--- src/rtl/alu_issue_queue.sv ---
// Issue queue in front of a combinational ALU: buffers requests, drives registered
// operands one at a time, and returns captured results over a valid/ready port.
module alu_issue_queue #(
  parameter int unsigned N     = 8,
  parameter int unsigned DEPTH = 4
) (
  input  logic                     clk,
  input  logic                     rst,
  input  logic                     in_valid,
  output logic                     in_ready,
  input  logic [N-1:0]             in_a,
  input  logic [N-1:0]             in_b,
  input  logic [3:0]               in_opcode,
  output logic [N-1:0]             alu_a,
  output logic [N-1:0]             alu_b,
  output logic [3:0]               alu_opcode,
  input  logic [N-1:0]             alu_y,
  input  logic [4:0]               alu_status,
  output logic                     out_valid,
  input  logic                     out_ready,
  output logic [N-1:0]             out_y,
  output logic [4:0]               out_status,
  output logic [3:0]               out_opcode,
  output logic [$clog2(DEPTH):0]   fifo_count
);

  localparam int unsigned PW = $clog2(DEPTH);
  localparam int unsigned CW = PW + 1;
  localparam int unsigned OW = 4;

  typedef struct packed {
    logic [N-1:0]  a;
    logic [N-1:0]  b;
    logic [OW-1:0] opcode;
  } req_t;

  typedef enum logic [1:0] {
    IDLE = 2'd0,
    EXEC = 2'd1,
    HOLD = 2'd2
  } state_t;

  state_t        state, state_n;
  req_t          mem [DEPTH];
  logic [PW-1:0] wr_ptr, rd_ptr;
  logic          push_c, pop_c, capture_c, release_c;
  req_t          head_c;

  assign in_ready = (fifo_count < CW'(DEPTH));
  assign push_c   = in_valid && in_ready;
  assign head_c   = mem[rd_ptr];

  // Sequencing: pops consult the pre-edge count, so a same-edge push is never bypassed.
  always_comb begin
    state_n   = state;
    pop_c     = 1'b0;
    capture_c = 1'b0;
    release_c = 1'b0;
    unique case (state)
      IDLE: begin
        if (fifo_count != '0) begin
          pop_c   = 1'b1;
          state_n = EXEC;
        end
      end
      EXEC: begin
        capture_c = 1'b1;
        state_n   = HOLD;
      end
      HOLD: begin
        if (out_ready) begin
          release_c = 1'b1;
          if (fifo_count != '0) begin
            pop_c   = 1'b1;
            state_n = EXEC;
          end else begin
            state_n = IDLE;
          end
        end
      end
      default: state_n = IDLE;
    endcase
  end

  always_ff @(posedge clk) begin
    if (rst) state <= IDLE;
    else     state <= state_n;
  end

  // Storage array needs no reset; pointers and count define what is valid.
  always_ff @(posedge clk) begin
    if (push_c) mem[wr_ptr] <= '{a: in_a, b: in_b, opcode: in_opcode};
  end

  always_ff @(posedge clk) begin
    if (rst) begin
      wr_ptr     <= '0;
      rd_ptr     <= '0;
      fifo_count <= '0;
    end else begin
      if (push_c) wr_ptr <= wr_ptr + PW'(1);
      if (pop_c)  rd_ptr <= rd_ptr + PW'(1);
      unique case ({push_c, pop_c})
        2'b10:   fifo_count <= fifo_count + CW'(1);
        2'b01:   fifo_count <= fifo_count - CW'(1);
        default: fifo_count <= fifo_count;
      endcase
    end
  end

  always_ff @(posedge clk) begin
    if (rst) begin
      alu_a      <= '0;
      alu_b      <= '0;
      alu_opcode <= '0;
    end else if (pop_c) begin
      alu_a      <= head_c.a;
      alu_b      <= head_c.b;
      alu_opcode <= head_c.opcode;
    end
  end

  always_ff @(posedge clk) begin
    if (rst) begin
      out_valid  <= 1'b0;
      out_y      <= '0;
      out_status <= '0;
      out_opcode <= '0;
    end else if (capture_c) begin
      out_valid  <= 1'b1;
      out_y      <= alu_y;
      out_status <= alu_status;
      out_opcode <= alu_opcode;
    end else if (release_c) begin
      out_valid  <= 1'b0;
    end
  end

endmodule
--- config.mk ---
export PLATFORM = sky130hd
export DESIGN_NAME = alu_issue_queue
export DESIGN_NICKNAME = d
export VERILOG_FILES = /design/src/rtl/alu_issue_queue.sv
export SDC_FILE = /design/constraint.sdc
export NUM_CORES = 1
export LEC_CHECK = 0
export BUFFER_PORTS_ARGS = -buffer_cell sky130_fd_sc_hd__buf_2
export CAP_MARGIN = 20
export CORE_UTILIZATION = 52
export CTS_BUF_LIST = sky130_fd_sc_hd__clkbuf_2 sky130_fd_sc_hd__clkbuf_4 sky130_fd_sc_hd__clkbuf_8
export DETAILED_ROUTE_END_ITERATION = 8
export HOLD_SLACK_MARGIN = 0.15
export PLACE_DENSITY = 0.81
export SYNTH_ARGS = -nofsm -noshare
export SYNTH_HDL_FRONTEND = slang
export SYNTH_SLANG_ARGS = --single-unit
--- constraint.sdc ---
create_clock -name clk -period 2.4 [get_ports clk]
set_clock_uncertainty 0.2 [all_clocks]
set_input_delay 0.24 -clock clk [delete_from_list [all_inputs] [get_ports clk]]
set_output_delay 0.24 -clock clk [all_outputs]
set_load 0.01 [all_outputs]
After elaboration in Yosys (flattened, before gate mapping)
Memories as Yosys holds them, arrays and structs flattened. A register that Yosys moved wholly into a read port is not among the register bits.
Index checks and enable logic that the tools add are counted.
{"block": "word_totals", "mem_count": 1, "regBits": 27, "ramBits": 80, "elab_cells": 41, "out_inout_bits": 42}
{"block": "op_classes", "magnitude_cmp": 1, "eq_ne": 6, "n_reduce_logical": 6, "n_mux": 15, "n_addsub": 4}
{"name": "mem", "depth": 4, "width": 20, "read_ports": 1, "rd_ports_with_merged_regs": 1, "wr": 1, "line": "44", "rtl": "req_t mem [DEPTH];"}
{"operator": "2-to-1 mux 1 bit", "n": 10}
{"operator": "one-hot mux 2 bit (3 select lines)", "n": 1}
{"operator": "one-hot mux 3 bit (2 select lines)", "n": 1}
{"operator": "adder 2 x 1 -> 2 bit (second input constant)", "n": 2}
{"operator": "equality test 2 x 1 -> 1 bit (second input constant)", "n": 2}
{"operator": "equality test 2 bit (second input constant)", "n": 2}
{"operator": "2-to-1 mux 2 bit", "n": 2}
{"operator": "inequality test 2 bit (second input constant)", "n": 2}
{"operator": "nonzero test 2 bit", "n": 2}
{"operator": "adder 3 x 1 -> 3 bit (second input constant)", "n": 1}
{"operator": "less-than comparator 3 bit (second input constant)", "n": 1}
{"operator": "nonzero test 3 bit", "n": 1}
{"operator": "subtractor 3 x 1 -> 3 bit (second input constant)", "n": 1}
{"operator": "zero test 2 bit", "n": 1}
{"operator": "one-hot mux 1 bit (2 select lines)", "n": 1}
{"operator": "AND reduction 2 bit", "n": 1}
{"operator": "logical AND 1 bit", "n": 1}

Logic depth before layout (Yosys ltp)
{"block": "depth", "ltp_word": 6, "ltp_mapped": 9}

Worst setup path before layout
No wires, ideal clock.
{"block": "synth_path", "kind": "register to register", "from": "reg fifo_count[2]", "to": "reg fifo_count[2]", "setup_ns": 0.070, "path_buffers": 1, "t_arrival_ns": 2.162, "path_slack_ns": -0.032, "t_required_ns": 2.130, "period_less_slack_ns": 2.432, "stages_incl_launch_ff": 10, "path_cell_list": "dfxtp_1 -> nor3_2 -> nor3_1 -> buf_2 -> ha_1 -> inv_1 -> fa_1 -> xor2_1 -> or3_1 -> a21oi_1"}
{"block": "synth_between", "elab_chain_cells": 6, "elab_cells_between_ends": 12, "cone_classes": "2 x add/sub; 1 x order compare; 2 x eq/ne; 4 x mux; 3 x reduce/logical"}
{"element": "from (decl)", "line": "24", "rtl": "output logic [$clog2(DEPTH):0] fifo_count"}
{"element": "from (signal assigned)", "line": "104", "rtl": "2'b10: fifo_count <= fifo_count + CW'(1);"}
{"element": "from (signal assigned)", "line": "105", "rtl": "2'b01: fifo_count <= fifo_count - CW'(1);"}
{"element": "from (signal assigned)", "line": "106", "rtl": "default: fifo_count <= fifo_count;"}
{"element": "nonzero test 3 bit *", "line": "61, 73"}
{"element": "2-to-1 mux 1 bit *", "line": "61, 73"}
{"element": "2-to-1 mux 1 bit", "line": "71", "rtl": "if (out_ready) begin"}
{"element": "one-hot mux 1 bit (2 select lines) *", "line": "59", "rtl": "unique case (state)"}
{"element": "named net pop_c", "line": "46", "rtl": "logic push_c, pop_c, capture_c, release_c;"}
{"element": "equality test 2 x 1 -> 1 bit or equality test 2 bit (tied branches)", "line": "103", "rtl": "unique case ({push_c, pop_c})"}
{"element": "one-hot mux 3 bit (2 select lines) or nonzero test 2 bit (tied branches)"}
Mark *: on every way through the listed nets, which the timed path passes. The rest lies on a longest branch.
A chain may end at the register's enable or synchronous reset.

Final worst setup path
{"block": "layout_path", "from": "reg state[1]", "to": "reg fifo_count[2]"}
{"block": "layout_between", "elab_chain_cells": 4, "elab_cells_between_ends": 7, "cone_classes": "3 x eq/ne; 2 x mux; 2 x reduce/logical"}
{"element": "from (decl)", "line": "43", "rtl": "state_t state, state_n;"}
{"element": "from (signal assigned)", "line": "87", "rtl": "else state <= state_n;"}
{"element": "equality test 2 bit or zero test 2 bit (tied branches)", "line": "59"}
{"element": "one-hot mux 1 bit (2 select lines) *", "line": "59"}
{"element": "equality test 2 x 1 -> 1 bit or equality test 2 bit (tied branches)", "line": "103"}
{"element": "one-hot mux 3 bit (2 select lines) or nonzero test 2 bit (tied branches)"}
Mark *: on every way between the ends. The rest lies on a longest branch, timed or not.

==> results.txt <==
----------------------------------------------------
[Timing]
  Hold slack final ... 0.226 ns
  Maximum achievable frequency ... ~430 MHz
  Final setup violating endpoints ... 0
  Rel. slew slack ... around 52%
  Total negative slack for setup checks ... 0 ns
  Count of final max-slew check failures ... 0
  Final period utilization ... a little over nine tenths
  Worst Tran Pin Value ... just over 0.7 ns
  Count of final hold-check violations ... 0
  Post-layout min period ... ~2.3 ns

[Global route]
  Total global routing track utilization ... approximately a fifth
  Global-route wire length before repair ... around 15 mm
  Number of antenna violations at the first check in global routing ... 0
  Pin count of the biggest net entering global routing ... 27
  GR Overflow Total ... 0
  Number of global-route vias before repair ... between 3000 and 4000

[Clock tree]
  Clock sinks ... around 130
  Clock Root Buffer ... clkbuf_8
  Clock-pin transition on the worst setup and hold timing paths ... ~0.07 ns
  Max clock buf depth ... 2
  Clock tree from TritonCTS ... built
  Total CTS buffers ... 17
  Skew-Pair Late Insertion Delay ... ~0.42 ns
  Maximum level of the CTS H-tree ... 4

[Yosys]
  Number of enable-type register cells in the synthesized netlist ... 80
  Async S/R FF share, synth ... 0%
  Count of distinct cell types in the synthesized netlist ... 34
  Cells after Synth ... between 300 and 400
  Avg Inst Size Synth ... roughly 16 um^2
  Synth Net Count ... around 350
  Cell Area, Synth ... roughly 0.0048 mm^2
  Sequential area share after synthesis ... between 60% and 70%
  Yosys warning total ... 0
  Yosys reg bits ... approximately 130
  Primary FF master, synth ... edfxtp_1

[Cells and area]
  Most frequent standard cell in the layout excluding fill and tap cells ... edfxtp_1
  Antenna cells ... 0
  Layout cell share with drive strength beyond 1 ... between 30% and 40%
  Post-synthesis to final-layout area growth ... 28.9%
  Post-Layout Cell Count ... between 500 and 600
  Fill cell instance count of the final layout ... 594
  Most frequent cells in the layout ... edfxtp_1, buf_2, dfxtp_1
  Number of nets at the end of the flow ... approximately 480
  Finished Core Util ... 70.2%
  Area used by multi-input combinational logic ... 0.00133 mm^2
  Sequential cell area ... roughly 0.0033 mm^2

[Route]
  Routed length per instance ... between 15 and 20 um
  Initial DRC count ... about 130
  Post-detailed-route via-to-cell ratio ... 5.28
  Vias ... 2950
  Final WL ... around 9.4 mm
  Antenna Violating Nets Remaining ... 0
  Drt pass-1 iters ... 6
  Drc violations ... 9

[Status]
  Result of the run ... finished, violations left
  Violations in the final reports ... design-rule violations

[Floorplanning]
  Die Y ... between 90 and 100 um
  Die boundary width ... 98.0 um
  Core area ... between 0.008 and 0.009 mm^2
  Number of core rows ... 34
  Starting utilization of the core area ... between 50 and 60%
  I/O pin cnt ... 79
  Die footprint ... around 0.0096 mm^2

[Worst hold path]
  Class of the tightest hold or removal check ... in -> reg

[Pwr]
  P_leak ... between 2 and 2.5 nW
  Share of power burned in registers ... 43.4%
  Combinational cell fraction of total power ... around 28%
  Power per standard cell area ... between 1000 and 1500 mW/mm^2
  Peak supply drop ... approximately 540 uV
  Share of total power in the clock network ... between 20% and 30%
  Psw ... roughly 0.0020 W
  Switching fraction of total power ... between 20% and 30%
  Int Power ... 0.00485 W
  Overall Power ... between 0.006 and 0.007 W

[Place]
  Final HPWL from detailed placement ... between 5 and 6 mm
  Routability congestion estimate from global placement ... 0.756
  Placed cell count ... just under 500
  Buffers on Ports ... roughly 80

[Critical path]
  Setup crit start kind ... flip-flop
  Maximum fanout encountered on the critical timing path ... 5
  Element type at the critical path end ... flip-flop
  Reg2reg setup slack ... approximately 0.085 ns
  Critical path start-end classification ... reg -> reg
  Worst EP required ... about 2.6 ns
  Signal arrival time at the worst endpoint ... 2.47 ns

[Flow run]
  Max cap viols ... 0

----------------------------------------------------
-- layer usage --
layer	routed length, um	vias up	GRT usage, %	share of wire (%)
met5	0	-	0	0
li1	-	1398	-	-
met4	89	0	5.94	0.95
met1	3890	1452	23.7	41
met3	459	11	5.65	4.9
met2	4960	89	37.5	53
-- area by class of cell --
type	count	area share, %
repair buffers	131	14.7
well taps	108	2.19
flip-flops and latches	127	54.1
clock inverters	12	2.69
clock buffers	20	4.35
multi-input cells	154	21.5
inverters	7	0.425
-- cell usage after synthesis (2+ instances only) --
cell       count  area (um^2)
a21oi_1       21          105
and2_1         4         25.0
buf_2         12         60.1
buf_6          2         22.5
clkbuf_1       3         11.3
dfxtp_1       47          941
edfxtp_1      80         2400
ha_1           5         62.6
inv_1          7         26.3
mux4_1         3         78.8
mux4_2        17          383
nand2_1       35          131
nand2b_1      22          138
nor2_1         6         22.5
nor2b_1        4         25.0
nor3_1         2         10.0
o2bb2ai_1     20          175
xor2_1         2         17.5
-- stage by stage --
| step | setup slack (ns) | instance area (um^2) |
|---|---|---|
| after floorplan | 0.0696 | 4800 |
| after CTS | 0.0756 | 6140 |
| after detailed placement | 0.0937 | 5360 |
| final | 0.0848 | 6180 |
| after global routing | -0.0195 | 6180 |
| after global placement | 0.233 | 5360 |
-- timing repair --
item | CTS | global route
resized for setup | 0 | 7
buffers inserted | 0 | 2
hold endpoints to repair | 100 | 1
setup endpoints to repair | 0 | 1
hold buffers | 35 | 1
-- state kept, by name, indices dropped and copies added (netlist names) --
signal and count:
alu_a 8, mem 80, wr_ptr 2, rd_ptr 2, state 2, out_y 8, fifo_count 3, out_opcode 4
out_status 5, alu_b 8, out_valid 1, alu_opcode 4
-- cells by family (layout without fill, tap and decap cells) --
kind of cell | count (synthesis) | after routing | synth area share (%)
flops | 127 | 127 | 69.7
simple gates | 79 | 79 | 8.51
compound gates | 44 | 44 | 6.29
buf+inv | 27 | 170 | 3.11
mux | 22 | 22 | 10.1
fa+ha+maj | 6 | 6 | 1.72
xor+xnor | 3 | 3 | 0.548
-- power by group through the flow --
stage                     logic, W  clock network (W)  registers [W]
final                      0.00190            0.00198        0.00298
after global routing       0.00208            0.00210        0.00302
after CTS                  0.00188            0.00201        0.00297
after detailed placement   0.00182                  0        0.00302
after global placement     0.00176                  0        0.00299
after floorplan            0.00117                  0        0.00308
-- path summary, 6_finish.rpt --
path,from,end,cells past startpoint
setup / recovery,state[1],fifo_count[2],8
hold / removal,in_valid,wr_ptr[0],5
setup reg to reg,state[1],fifo_count[2],8
hold reg to reg,out_y[5],out_y[5],2
-- worst max-delay path: stages, from the launching register on --
cell and delay, ns:
dfxtp_1 0.33, and2b_2 0.22, nor3_4 0.21, ha_2 0.21, inv_1 0.06, fa_2 0.33
xor2_1 0.17, or3_1 0.40, a21oi_2 0.12
Power figures use the tool's default switching activity.
